**config.mk**
```make
export PLATFORM = sky130hd
export DESIGN_NAME = alu_result_queue
export DESIGN_NICKNAME = d
export VERILOG_FILES = /design/src/rtl/alu_result_queue.sv
export SDC_FILE = /design/constraint.sdc
export NUM_CORES = 1
export LEC_CHECK = 0
export CORE_ASPECT_RATIO = 1.2
export CORE_MARGIN = 1.5
export CORE_UTILIZATION = 53
export DETAILED_ROUTE_END_ITERATION = 10
export PLACE_DENSITY_LB_ADDON = 0.2
export SYNTH_ARGS = -nofsm -noshare
export SYNTH_HDL_FRONTEND = slang
export SYNTH_SLANG_ARGS = --single-unit
```
**constraint.sdc**
```tcl
create_clock -name clk -period 2.2 [get_ports clk]
set_clock_uncertainty 0.15 [all_clocks]
set_input_delay 0.44 -clock clk [delete_from_list [all_inputs] [get_ports clk]]
set_output_delay 0.44 -clock clk [all_outputs]
set_load 0.05 [all_outputs]
```
**src/rtl/alu_result_queue.sv**
```systemverilog
// ----------------------------------------------------------------------------
// alu_result_queue
//
// Purpose:
//   Small circular FIFO that sits directly behind the 16-bit ALU. It captures
//   each valid result (Y, opcode tag and C/V/N/Z flags) with a valid/ready
//   handshake so that a stalling consumer (writeback, bus master) never loses
//   a result. A sticky flag register accumulates the flags of every accepted
//   result until software clears it.
//
// Parameters:
//   DEPTH  number of entries (power of two, >= 2)
//   WIDTH  result width
//
// Ports:
//   clk, rst_n          clock, asynchronous active-low reset
//   in_valid/in_ready   upstream handshake (push when both high)
//   in_y, in_op         ALU result and the opcode that produced it
//   in_c/v/n/z          ALU flags
//   out_valid/out_ready downstream handshake (pop when both high)
//   out_y, out_op       head entry result and opcode
//   out_flags           head entry flags {C,V,N,Z}
//   sticky_flags        OR of flags of all pushes since the last clear
//   sticky_clr          synchronous clear of sticky_flags
//   count               current occupancy 0..DEPTH
// ----------------------------------------------------------------------------
module alu_result_queue #(
    parameter int DEPTH = 4,
    parameter int WIDTH = 16
) (
    input  logic                       clk,
    input  logic                       rst_n,
    input  logic                       in_valid,
    output logic                       in_ready,
    input  logic [WIDTH-1:0]           in_y,
    input  logic [2:0]                 in_op,
    input  logic                       in_c,
    input  logic                       in_v,
    input  logic                       in_n,
    input  logic                       in_z,
    output logic                       out_valid,
    input  logic                       out_ready,
    output logic [WIDTH-1:0]           out_y,
    output logic [2:0]                 out_op,
    output logic [3:0]                 out_flags,
    output logic [3:0]                 sticky_flags,
    input  logic                       sticky_clr,
    output logic [$clog2(DEPTH):0]     count
);

    localparam int AW = $clog2(DEPTH);
    localparam int CW = AW + 1;
    // Entry layout: {y, op, c, v, n, z}
    localparam int EW = WIDTH + 7;

    localparam logic [CW-1:0] COUNT_FULL = CW'(DEPTH);
    localparam logic [CW-1:0] COUNT_ZERO = {CW{1'b0}};
    localparam logic [CW-1:0] COUNT_ONE  = CW'(1'b1);
    localparam logic [AW-1:0] PTR_ONE    = AW'(1'b1);

    logic [EW-1:0] mem_r [DEPTH];
    logic [AW-1:0] wr_ptr_r;
    logic [AW-1:0] rd_ptr_r;
    logic [CW-1:0] count_r;
    logic [3:0]    sticky_r;

    logic [AW-1:0] wr_ptr_nxt_s;
    logic [AW-1:0] rd_ptr_nxt_s;
    logic [CW-1:0] count_nxt_s;
    logic [3:0]    sticky_nxt_s;
    logic [3:0]    in_flags_s;
    logic [EW-1:0] head_s;
    logic          in_ready_s;
    logic          out_valid_s;
    logic          push_s;
    logic          pop_s;

    // Pack the four ALU flags in {C,V,N,Z} order
    function automatic logic [3:0] pack_flags(input logic c, input logic v,
                                              input logic n, input logic z);
        return {c, v, n, z};
    endfunction

    assign in_flags_s = pack_flags(in_c, in_v, in_n, in_z);

    // Handshake qualifiers come only from the count register, so there is no
    // combinational path from out_ready to in_ready and a full queue refuses
    // a push even when a pop happens in the same cycle.
    assign in_ready_s  = (count_r != COUNT_FULL);
    assign out_valid_s = (count_r != COUNT_ZERO);
    assign push_s      = in_valid & in_ready_s;
    assign pop_s       = out_valid_s & out_ready;

    assign head_s       = mem_r[rd_ptr_r];
    assign in_ready     = in_ready_s;
    assign out_valid    = out_valid_s;
    assign out_y        = head_s[EW-1 -: WIDTH];
    assign out_op       = head_s[6:4];
    assign out_flags    = head_s[3:0];
    assign count        = count_r;
    assign sticky_flags = sticky_r;

    // Next-state for pointers, occupancy and sticky flags
    always_comb begin
        wr_ptr_nxt_s = wr_ptr_r;
        rd_ptr_nxt_s = rd_ptr_r;
        count_nxt_s  = count_r;
        sticky_nxt_s = sticky_r;

        if (push_s) begin
            wr_ptr_nxt_s = wr_ptr_r + PTR_ONE;
        end else begin
            wr_ptr_nxt_s = wr_ptr_r;
        end

        if (pop_s) begin
            rd_ptr_nxt_s = rd_ptr_r + PTR_ONE;
        end else begin
            rd_ptr_nxt_s = rd_ptr_r;
        end

        case ({push_s, pop_s})
            2'b10:   count_nxt_s = count_r + COUNT_ONE;
            2'b01:   count_nxt_s = count_r - COUNT_ONE;
            default: count_nxt_s = count_r;
        endcase

        // Clear acts first, then the flags of a same-cycle push are ORed in
        if (sticky_clr) begin
            sticky_nxt_s = 4'b0000;
        end else begin
            sticky_nxt_s = sticky_r;
        end
        if (push_s) begin
            sticky_nxt_s = sticky_nxt_s | in_flags_s;
        end else begin
            sticky_nxt_s = sticky_nxt_s;
        end
    end

    // Control state registers with asynchronous reset
    always_ff @(posedge clk or negedge rst_n) begin
        if (!rst_n) begin
            wr_ptr_r <= {AW{1'b0}};
            rd_ptr_r <= {AW{1'b0}};
            count_r  <= COUNT_ZERO;
            sticky_r <= 4'b0000;
        end else begin
            wr_ptr_r <= wr_ptr_nxt_s;
            rd_ptr_r <= rd_ptr_nxt_s;
            count_r  <= count_nxt_s;
            sticky_r <= sticky_nxt_s;
        end
    end

    // Entry storage; contents are meaningless until written, so no reset
    always_ff @(posedge clk) begin
        if (push_s) begin
            mem_r[wr_ptr_r] <= {in_y, in_op, in_flags_s};
        end
    end

endmodule

```
* Word-level counts from Yosys, hierarchy flattened *
Memories as Yosys holds them, arrays and structs flattened.
Cells that the tools add are included.

operators by class
  add/subtract/negate cells = 4
  eq/ne operators = 3
  muxes and demuxes = 5
  bitwise operators = 3
  reductions and logical operators = 2

operators by type and width
  kind                   number
  $mux W4                2
  $pmux W3 S2            1
  $add A2 B1 Y2 const B  2
  $or A4 B4 Y4           1
  $add A3 B1 Y3 const B  1
  $ne A3 B3 Y1 const B   1
  $reduce_bool A3 Y1     1
  $sub A3 B1 Y3 const B  1
  $and A1 B1 Y1          2
  $eq A2 B1 Y1 const B   1
  $eq A2 B2 Y1 const B   1
  $mux W1                2
  $reduce_bool A2 Y1     1

storage, ports and cells
  bits in registers = 11
  bits in writable memories = 92
  memories = 1

memory list
  memory  words  bits a word  read ports  clocked after Yosys merged registers in  wr ports  RTL line  source
  mem_r   4      23           1           0                                        1         61        logic [EW-1:0] mem_r [DEPTH];

* Depth between registers and ports, before layout *
Gate-level depths: netlist of the first run.

  depth after elaboration = 4
  gate-level depth with buffers = 10
  depth with buffers taken out = 9

* Worst setup path before layout of the first run *
No wires, ideal clock.

  path kind = flip-flop to flip-flop
  start = reg count_r[0], in the netlist count[0]
  end = mem mem_r[0][0] in the netlist's numbering, enable pin
  arrival = 1.794 ns
  required time = 1.668 ns
  setup slack = -0.126 ns
  cell stages (with the launch flop) = 5
  clock period less this slack = 2.326 ns
  cells stage by stage = dfrtp_1 > nor2_1 > a21boi_1 > buf_2 > and2_1

on the way
  longest elaborated chain between the ends = 4

ends and longest elaborated chain
  item                           RTL line  source
  from (decl)                    64        logic [CW-1:0] count_r;
  from (signal assigned)         151       count_r <= count_nxt_s;
  $ne A3 B3 Y1                   89        assign in_ready_s = (count_r != COUNT_FULL);
  $and A1 B1 Y1                  91        assign push_s = in_valid & in_ready_s;
  $mux W1                        158       if (push_s) begin
  $mux W1 (implied by the code)  159       mem_r[wr_ptr_r] <= {in_y, in_op, in_flags_s};
  to (decl)                      61

Every way passes these cells.

* Worst setup path in the final report of the first run *
  start = reg rd_ptr_r[0]
  end = out out_y[8]

on the way
  longest elaborated chain between the ends = 1

ends and longest elaborated chain
  item                    RTL line  source
  from (decl)             63        logic [AW-1:0] rd_ptr_r;
  from (signal assigned)  145       rd_ptr_r <= {AW{1'b0}};
  from (signal assigned)  150       rd_ptr_r <= rd_ptr_nxt_s;
  $mem_v2 Z4 W23          -
  to (decl)               43        output logic [WIDTH-1:0] out_y,

Every way passes these cells.

==> out/summary.json, run 1 <==
{
  "cells_and_area": {
    "drive_gt1_share_pct": 32.52,
    "area_growth_pct": 29.48,
    "sequential_cell_area_um2": 3043,
    "multi_input_comb_area_um2": 777.0,
    "postLayoutCellArea_um2": 5084,
    "antenna_diode_count": 0,
    "utilization_after_layout_pct": 70.29,
    "fillCellCount": 468,
    "finalNetCount": 277
  },
  "power_and_ir_drop": {
    "p_int_uw": 4983,
    "netSwitchingFraction_pct": 36.91,
    "p_leak_uw": 0.001797,
    "pwr-share-clk_pct": 13.6,
    "power_density_nw_per_um2": 1554,
    "power.combinational.fraction_pct": 51.2,
    "power_switching_uw": 2915,
    "pwr-share-seq_pct": 35.2,
    "irDropWorstVdd_v": 0.001023
  },
  "clock_network": {
    "clock_latency_ns": 0.33,
    "cts_root_buf": "clkbuf_8",
    "path_clk_slew_ns": 0.09,
    "cts_made_buffers": 9,
    "post-cts-setup-buffers": 0,
    "maximum_buffer_depth_of_the_clock_tree": 2,
    "clkSinkCount": 103,
    "clock_tree.htree_level_count": 3,
    "cts_tree": "built"
  },
  "timing": {
    "final-hold-violation-count": 0,
    "clock.fmax_mhz": 441.6,
    "rsz0062_at_grt": "true",
    "final_period_minus_worst_setup_slack_ns": 2.265,
    "final-max-slew-violation-count": 0,
    "relSlewSlack_pct": 66.60,
    "final_critical_path_setup_slack_ns": -0.06474,
    "finalSetupViolations": 19,
    "period_share_pct": 102.9,
    "worst-slew-pin-transition_ns": 0.5001
  },
  "setup_path": {
    "timing.critical_path.fanout_max": 15,
    "worstSetupStartpoint": "rd_ptr_r[0]",
    "crit_path_end_kind": "primary output",
    "crit_arrival_ns": 1.67,
    "startpoint_type": "register",
    "critPathRequiredTime_ns": 1.61,
    "worstSetupPathType": "reg -> out",
    "reg2reg_from": "count[1]"
  },
  "floorplanning": {
    "num_rows": 34,
    "initial_core_util_pct": 54.29,
    "die_y_um": 97.29,
    "die-width_um": 81.57,
    "die_area_um2": 7936,
    "io_pins": 60,
    "core_area_um2": 7232
  },
  "global_route": {
    "antenna_found_initial": 0,
    "first_pass_grt_wire_length_um": 10340,
    "grt.overflow.total": 0,
    "maximum_number_of_pins_on_one_net_before_global_route_repair": 24,
    "grt.total_usage_pct": 18.32,
    "grt_pass1_vias": 1944
  },
  "route": {
    "drtIter0Drc": 112,
    "drt_wl_total_um": 6477,
    "drt-wirelength-per-cell_um": 19.28,
    "drtAntennaViolNets": 0,
    "route.detailed.vias_per_inst": 5.479,
    "drt_pre_antenna_iters": 4,
    "drc": 0,
    "routed-via-count": 1841
  },
  "placement": {
    "place.detailed.hpwl_um": 4062,
    "dpl-instance-area_um2": 4901,
    "gp_congestion": 0.7194,
    "portBuffers": 59
  },
  "yosys": {
    "syn_area_per_cell_um2": 23.23,
    "synth_edf_count": 92,
    "synth_ff_type": "edfxtp_1",
    "syn-cell-area_um2": 3926,
    "synth_sequential_area_ratio_pct": 77.37,
    "syn-num-nets": 203,
    "synth_cell_type_count": 21,
    "yosys_warnings": 0,
    "postSynthRegisterBits": 103,
    "postSynth.asyncResetShare_pct": 10.68,
    "syn-instance-count": 169
  },
  "run": {
    "drv.max_cap_violation_count": 0
  },
  "outcome": {
    "run_status": "complete, but fails checks",
    "violations": "negative setup slack"
  },
  "min_path": {
    "hold_path.class": "in -> async"
  }
}
==> synth_stat cells, types with 2 or more instances <==
library cell / n / area (µm²)
buf_12: 2 / 40.04
xor2_1: 3 / 26.28
and2_1: 4 / 25.02
xnor2_1: 3 / 26.28
nand2_1: 2 / 7.510
buf_2: 4 / 20.02
inv_1: 7 / 26.28
a22o_1: 4 / 35.03
nor2_1: 2 / 7.510
dfrtp_1: 11 / 275.3
ha_1: 5 / 62.56
mux4_1: 5 / 131.4
mux4_2: 18 / 405.4
edfxtp_1: 92 / 2763
==> repair_timing <==
action	4_1_cts	5_1_grt
resized for setup	10	2
endpoints found under the setup margin	23	25
hold buffers	0	0
==> power by group through the flow <==
stage | sequential (µW) | combinational [µW] | clock, µW
after floorplan | 2890 | 2250 | 0
after global placement | 2790 | 4000 | 0
after detailed placement | 2810 | 4030 | 0
after CTS | 2780 | 4100 | 1100
after global routing | 2820 | 4240 | 1180
final | 2780 | 4040 | 1080
==> final timing paths <==
path                       depth (start not counted)  slack, ns         endpoint
max                                                3      -0.06         out_y[8]
min in group clk                                   1       0.38  sticky_flags[2]
max reg2reg                                        9       0.19         count[2]
min reg2reg                                        1       0.38  sticky_flags[2]
max in group asynchronous                          1       1.27         count[2]
min                                                1       0.27  sticky_flags[0]
==> placed cells by master, fill, tap and decap left out <==
master and count:
buf_12 25, buf_4 6, inv_1 7, a21boi_1 1, clkinv_4 1, clkinvlp_4 1, o31a_1 1, and2_2 4
bufinv_16 1, fa_1 1, mux4_2 23, a22o_1 4, or3_1 1, nor2_1 2, clkbuf_1 2, dfrtp_1 7
clkbuf_8 9, nand2_1 2, edfxtp_1 92, buf_6 5, ha_1 5, xnor2_1 3, dlymetal6s2s_1 2, dfrtp_2 4
clkdlybuf4s50_1 32, mux2_2 1, mux2i_1 1, xor2_1 3
==> through the flow <==
stage,std cells,worst slack [ns],hold WS [ns],power (µW),setup TNS [ns]
2_1_floorplan,169,0.01440,-0.005591,5149,0
3_3_place_gp,322,-0.04001,0.3529,6789,-0.04001
3_5_place_dp,322,-0.09725,0.3461,6841,-0.1030
4_1_cts,336,-0.09997,0.2662,7985,-1.438
5_1_grt,336,-0.1237,0.2902,8235,-2.055
6_report,336,-0.06474,0.2653,7898,-0.7332
==> critical path, cell delays in order (launching register included) <==
cell and delay (ns):
dfrtp_2 0.41, buf_12 0.18, mux4_2 0.56, buf_12 0.17
==> sequential cells by signal, indices dropped and copies added (netlist names) <==
register	flops
count	3
mem_r	92
rd_ptr_r	2
sticky_flags	4
wr_ptr_r	2
==> cell type report <==
| type | count | share of cell area (%) |
|---|---|---|
| Multi-Input combinational cell | 52 | 15.28 |
| Inverter | 7 | 0.5169 |
| Clock buffer | 11 | 2.584 |
| Tap cell | 90 | 2.215 |
| Timing Repair Buffer | 70 | 18.63 |
| Sequential cell | 103 | 59.86 |
| Clock inverter | 3 | 0.9107 |
==> layer usage <==
metal,vias to the layer above,wire length (µm),GRT usage [%]
li1,826,-,-
met1,956,2699,24.18
met2,49,3429,29.56
met3,10,213,3.756
met4,0,135,7.692
met5,-,0,0
==> logic make-up (layout without fill, tap and decap cells) <==
kind of cell / Yosys count / in the layout / synth area share, %
compound gates: 6 / 6 / 1.307
xor+xnor: 6 / 6 / 1.339
fa+ha+maj: 6 / 6 / 2.103
buf+inv: 14 / 91 / 2.486
flops: 103 / 103 / 77.37
mux: 25 / 25 / 14.21
simple gates: 9 / 9 / 1.179
No activity file was read; power rests on OpenSTA's default activity.
==> run 2: changes to the inputs <==
--- a/config.mk
+++ b/config.mk
@@ -7,8 +7,9 @@
 export LEC_CHECK = 0
 export CORE_ASPECT_RATIO = 1.2
 export CORE_MARGIN = 1.5
-export CORE_UTILIZATION = 53
+export CORE_UTILIZATION = 48
 export DETAILED_ROUTE_END_ITERATION = 10
+export GPL_ROUTABILITY_DRIVEN = 0
 export PLACE_DENSITY_LB_ADDON = 0.2
 export SYNTH_ARGS = -nofsm -noshare
 export SYNTH_HDL_FRONTEND = slang
==> constraint.sdc (replaced) <==
create_clock -name clk -period 1.9 [get_ports clk]
set_clock_uncertainty 0.15 [all_clocks]
set_input_delay 0.38 -clock clk [delete_from_list [all_inputs] [get_ports clk]]
set_output_delay 0.38 -clock clk [all_outputs]
set_load 0.05 [all_outputs]
==> out/summary.json, run 2 (synthesized netlist as in run 1, its figures left out) <==
{
  "outcome": {
    "run_status": "complete, but fails checks",
    "violations": "design-rule violations, negative setup slack"
  },
  "global_route": {
    "first_pass_grt_wire_length_um": 10590,
    "grt.overflow.total": 0,
    "grt_pass1_vias": 2107,
    "antenna_found_initial": 0,
    "grt.total_usage_pct": 16.61,
    "maximum_number_of_pins_on_one_net_before_global_route_repair": 21
  },
  "timing": {
    "final-hold-violation-count": 0,
    "finalSetupViolations": 24,
    "final-max-slew-violation-count": 0,
    "worst-slew-pin-transition_ns": 0.4823,
    "rsz0062_at_grt": "true",
    "clock.fmax_mhz": 449.0,
    "period_share_pct": 117.2,
    "final_critical_path_setup_slack_ns": -0.3271,
    "final_period_minus_worst_setup_slack_ns": 2.227,
    "relSlewSlack_pct": 67.75
  },
  "setup_path": {
    "timing.critical_path.slowest_stage_cell": "mux4_2",
    "startpoint_type": "register",
    "critical_path.cell_chain": "buf_8 > mux4_2 > buf_6",
    "cp_top_family": "multiplexers",
    "crit_path_max_incr_delay_ns": 0.54,
    "crit_path_end_kind": "primary output",
    "timing.critical_path.fanout_max": 6,
    "reg2reg_depth": 9,
    "worstSetupPathType": "reg -> out",
    "crit_arrival_ns": 1.70,
    "path_depth": 3,
    "critPathRequiredTime_ns": 1.37,
    "critical_path.n_buffers_inverters": 2
  },
  "clock_network": {
    "cts_hold_buffers": 0,
    "cts_tree": "built",
    "cts_root_buf": "clkbuf_8",
    "path_clk_slew_ns": 0.09,
    "clock_tree.htree_level_count": 3,
    "clkSinkCount": 103,
    "clock_latency_ns": 0.34,
    "maximum_buffer_depth_of_the_clock_tree": 2,
    "cts_made_buffers": 9
  },
  "cells_and_area": {
    "sequential_cell_area_um2": 3043,
    "most-common-layout-cells": "92 x edfxtp_1, 26 x clkdlybuf4s50_1, 26 x buf_6, 23 x mux4_2, 16 x buf_4",
    "finalNetCount": 287,
    "mostFrequentLayoutCell": "edfxtp_1",
    "antenna_diode_count": 0,
    "largest_register_ff_count": 92,
    "final_cells": 350,
    "largest_register": "mem_r",
    "drive_gt1_share_pct": 41.09,
    "postLayoutCellArea_um2": 5076,
    "utilization_after_layout_pct": 65.12,
    "fillCellCount": 534,
    "multi_input_comb_area_um2": 808.3,
    "area_growth_pct": 29.29
  },
  "floorplanning": {
    "core_area_um2": 7795,
    "num_rows": 35,
    "die_area_um2": 8734,
    "io_pins": 60,
    "die_y_um": 102.1,
    "initial_core_util_pct": 50.37,
    "die-width_um": 85.56
  },
  "route": {
    "drtIter0Drc": 184,
    "drt_pre_antenna_iters": 7,
    "routed-via-count": 1878,
    "drt_wl_total_um": 6620,
    "drtAntennaViolNets": 0,
    "route.detailed.vias_per_inst": 5.366,
    "drt-wirelength-per-cell_um": 18.91,
    "drc": 5
  },
  "min_path": {
    "hold_path.class": "in -> async"
  },
  "placement": {
    "portBuffers": 59,
    "dpl-instance-area_um2": 4763,
    "placed_cells": 332,
    "place.detailed.hpwl_um": 4478
  },
  "power_and_ir_drop": {
    "irDropWorstVdd_v": 0.001018,
    "p_leak_uw": 0.001808,
    "power_density_nw_per_um2": 1755
  },
  "run": {
    "drv.max_cap_violation_count": 0
  }
}
run 2: cell types whose count changed in the layout (fill, tap and decap cells not counted), moves of 6 or more:
cell             before  now
buf_4                 6   16
buf_12               25    9
buf_6                 5   26
clkdlybuf4s50_1      32   26
run 2: cell type report:
type / count / share of cell area (%)
Inverter: 7 / 0.5176
Timing Repair Buffer: 80 / 17.65
Clock buffer: 11 / 2.588
Multi-Input combinational cell: 52 / 15.92
Sequential cell: 103 / 59.95
Tap cell: 92 / 2.268
Clock inverter: 5 / 1.109
run 2: what timing repair did:
action | CTS | global route
setup buffers | 2 | 0
gates resized for setup | 34 | 5
endpoints found under the setup margin | 24 | 25
pin swaps | 1 | 8
hold endpoints to repair | 0 | 0
cloned | 0 | 0
run 2: layer usage:
layer  track usage [%]  vias up  share of wire (%)
li1                  -      849                  -
met1             19.85      956                 39
met2             28.41       63                 54
met3             3.716       10                5.1
met4             8.809        0                1.5
met5                 0        -                  0
run 2: final timing paths:
kind / from / to / slack [ns]
min reg2reg: sticky_flags[2] / sticky_flags[2] / 0.38
max reg2reg: count[1] / count[2] / 0.06
min in group clk: sticky_flags[2] / sticky_flags[2] / 0.38
max in group asynchronous: rst_n / count[1] / 1.04
max: rd_ptr_r[0] / out_y[14] / -0.33
min: rst_n / rd_ptr_r[1] / 0.21
run 2: power by group:
group,switching [µW],internal [µW]
logic,2510,1880
clock network,682,611
registers,219,3010
total,3410,5500
run 2: worst reg2reg max path, cell delays in order, from the launching register on:
cell and delay, ns:
dfrtp_2 0.47, nor2_4 0.13, a21boi_2 0.07, inv_2 0.07, ha_4 0.12, inv_2 0.03
fa_2 0.33, xor2_1 0.16, nor2_1 0.06, xor2_1 0.15
run 2: per-stage QoR:
stage / setup TNS, ns / worst slack, ns / total power [µW] / hold slack, ns
detailed placement: -17.75 / -0.3396 / 7316 / 0.3517
CTS: -7.494 / -0.3546 / 8979 / 0.2104
floorplan: -0.3137 / -0.2207 / 5993 / -0.06559
global placement: -16.35 / -0.2706 / 7230 / 0.3488
global route: -8.673 / -0.3930 / 9316 / 0.2368
finish: -7.006 / -0.3271 / 8909 / 0.2066
==> run 3: changes to the inputs <==
--- a/config.mk
+++ b/config.mk
@@ -11,6 +11,7 @@
 export DETAILED_ROUTE_END_ITERATION = 10
 export GPL_ROUTABILITY_DRIVEN = 0
 export PLACE_DENSITY_LB_ADDON = 0.2
+export SETUP_SLACK_MARGIN = 0.5
 export SYNTH_ARGS = -nofsm -noshare
 export SYNTH_HDL_FRONTEND = slang
 export SYNTH_SLANG_ARGS = --single-unit
==> out/summary.json, run 3 (synthesized netlist as in run 1, its figures left out) <==
{
  "floorplanning": {
    "die-width_um": 85.56,
    "initial_core_util_pct": 50.37,
    "num_rows": 35,
    "die_y_um": 102.1,
    "die_area_um2": 8734,
    "core_area_um2": 7795,
    "io_pins": 60
  },
  "setup_path": {
    "critical_path.n_buffers_inverters": 3,
    "timing.critical_path.slowest_stage_cell": "mux4_2",
    "crit_path_max_incr_delay_ns": 0.53,
    "cp_top_family": "multiplexers",
    "worstSetupPathType": "reg -> out",
    "critPathRequiredTime_ns": 1.37,
    "reg2reg_from": "count[0]",
    "critical_path.cell_chain": "buf_12 > buf_12 > mux4_2 > buf_6",
    "reg2reg_depth": 9,
    "crit-reg2reg-capture": "count[2]",
    "crit_top_cell": "buf_12",
    "rrSetupSlack_ns": -0.01,
    "timing.critical_path.fanout_max": 7,
    "startpoint_type": "register",
    "crit_path_end_kind": "primary output",
    "crit_arrival_ns": 1.74
  },
  "global_route": {
    "first_pass_grt_wire_length_um": 10850,
    "grt.overflow.total": 0,
    "grt_pass1_vias": 2040,
    "grt.total_usage_pct": 17.19,
    "antenna_found_initial": 0,
    "maximum_number_of_pins_on_one_net_before_global_route_repair": 19
  },
  "clock_network": {
    "clock_tree.htree_level_count": 3,
    "cts_made_buffers": 9,
    "cts_root_buf": "clkbuf_8",
    "cts_hold_buffers": 0,
    "maximum_buffer_depth_of_the_clock_tree": 2,
    "cts_tree": "built",
    "clock_latency_ns": 0.36,
    "path_clk_slew_ns": 0.10,
    "clkSinkCount": 103
  },
  "cells_and_area": {
    "finalNetCount": 306,
    "largest_register_ff_count": 92,
    "mostFrequentLayoutCell": "edfxtp_1",
    "most-common-layout-cells": "92 x edfxtp_1, 39 x buf_6, 27 x clkdlybuf4s50_1, 23 x mux4_2, 16 x buf_8",
    "fillCellCount": 492,
    "antenna_diode_count": 0,
    "drive_gt1_share_pct": 46.57,
    "largest_register": "mem_r",
    "final_cells": 369,
    "area_growth_pct": 36.46,
    "utilization_after_layout_pct": 68.73
  },
  "route": {
    "drt_wl_total_um": 7023,
    "drc": 5,
    "routed-via-count": 1908,
    "drtIter0Drc": 114,
    "drt_pre_antenna_iters": 8,
    "drt-wirelength-per-cell_um": 19.03,
    "route.detailed.vias_per_inst": 5.171,
    "drtAntennaViolNets": 0
  },
  "placement": {
    "placed_cells": 333,
    "place.detailed.hpwl_um": 4325,
    "portBuffers": 59
  },
  "timing": {
    "final_period_minus_worst_setup_slack_ns": 2.270,
    "final_critical_path_setup_slack_ns": -0.3698,
    "period_share_pct": 119.5,
    "final-hold-violation-count": 0,
    "worst-slew-pin-transition_ns": 0.5301,
    "relSlewSlack_pct": 64.55,
    "rsz0062_at_grt": "true",
    "finalSetupViolations": 24,
    "final-max-slew-violation-count": 0,
    "clock.fmax_mhz": 440.6
  },
  "power_and_ir_drop": {
    "p_leak_uw": 0.001952,
    "power_density_nw_per_um2": 1763,
    "tot_pwr_uw": 9448,
    "irDropWorstVdd_v": 0.0009968
  },
  "min_path": {
    "hold_path.class": "in -> async"
  },
  "outcome": {
    "run_status": "complete, but fails checks",
    "violations": "design-rule violations, negative setup slack"
  },
  "run": {
    "drv.max_cap_violation_count": 0
  }
}
-- run 3: cell count changes in the layout (fill, tap and decap cells not counted), sizes merged --
cell | before | now
dlymetal6s2s | 1 | 0
buf | 53 | 72
clkinvlp | 1 | 2
inv | 8 | 10
clkbuf | 11 | 9
clkdlybuf4s50 | 26 | 27
bufinv | 1 | 0
-- run 3: cell type report --
| cell class | count | area, µm² | area share, % |
|---|---|---|---|
| multi-input combinational | 52 | 839.6 | 15.67 |
| timing repair buffer | 99 | 1155 | 21.56 |
| clock inverter | 7 | 55.05 | 1.028 |
| sequential | 103 | 3043 | 56.80 |
| clock buffer | 9 | 123.9 | 2.312 |
| tap | 92 | 115.1 | 2.149 |
| inverter | 7 | 26.28 | 0.4904 |
-- run 3: where the power goes --
group	switching (µW)	leakage (µW)	internal (µW)	total (µW)
clock network	743	0.0000866	490	1230
logic	2690	0.000896	2320	5000
registers	204	0.000970	3010	3210
total	3630	0.00195	5810	9450
-- run 3: per-layer routing --
metal / up-vias / GRT usage [%] / routed length, µm
met3: 6 / 3.150 / 252
met5: - / 0 / 0
li1: 888 / - / -
met2: 48 / 29.50 / 3766
met1: 966 / 21.64 / 2935
met4: 0 / 7.568 / 69
-- run 3: stage by stage --
step | worst slack (ns) | hold WS, ns | setup TNS (ns) | instance area [µm²]
after floorplan | -0.2076 | -0.06559 | -0.2875 | 3936
after global placement | -0.2915 | 0.3483 | -15.96 | 4664
after detailed placement | -0.3531 | 0.3440 | -17.67 | 4664
after CTS | -0.3712 | 0.2057 | -7.956 | 5251
after global routing | -0.4245 | 0.2485 | -9.626 | 5358
final | -0.3698 | 0.2112 | -7.975 | 5358
-- run 3: worst register-to-register path: stages (launching register included) --
cell	delay, ns
dfrtp_2	0.46
nor2_4	0.17
a21boi_4	0.08
inv_2	0.07
ha_4	0.13
inv_2	0.04
fa_2	0.33
xor2_1	0.15
nor2_1	0.12
xor2_1	0.14
-- run 3: how the worst max path moves through the flow --
stage	startpoint	end	slack (ns)	depth (start not counted)
2_1_floorplan	count[0]	count[2]	-0.21	10
3_3_place_gp	out_ready	count[2]	-0.29	8
3_5_place_dp	out_ready	count[2]	-0.35	8
4_1_cts	rd_ptr_r[0]	out_y[9]	-0.37	4
5_1_grt	rd_ptr_r[0]	out_flags[0]	-0.42	4
6_report	rd_ptr_r[0]	out_y[7]	-0.37	4
-- run 3: what timing repair did --
action | CTS | global route
endpoints found under the setup margin | 128 | 134
buffers inserted | 9 | 9
pin swaps | 10 | 12
resized for setup | 75 | 10
gates cloned | 2 | 0
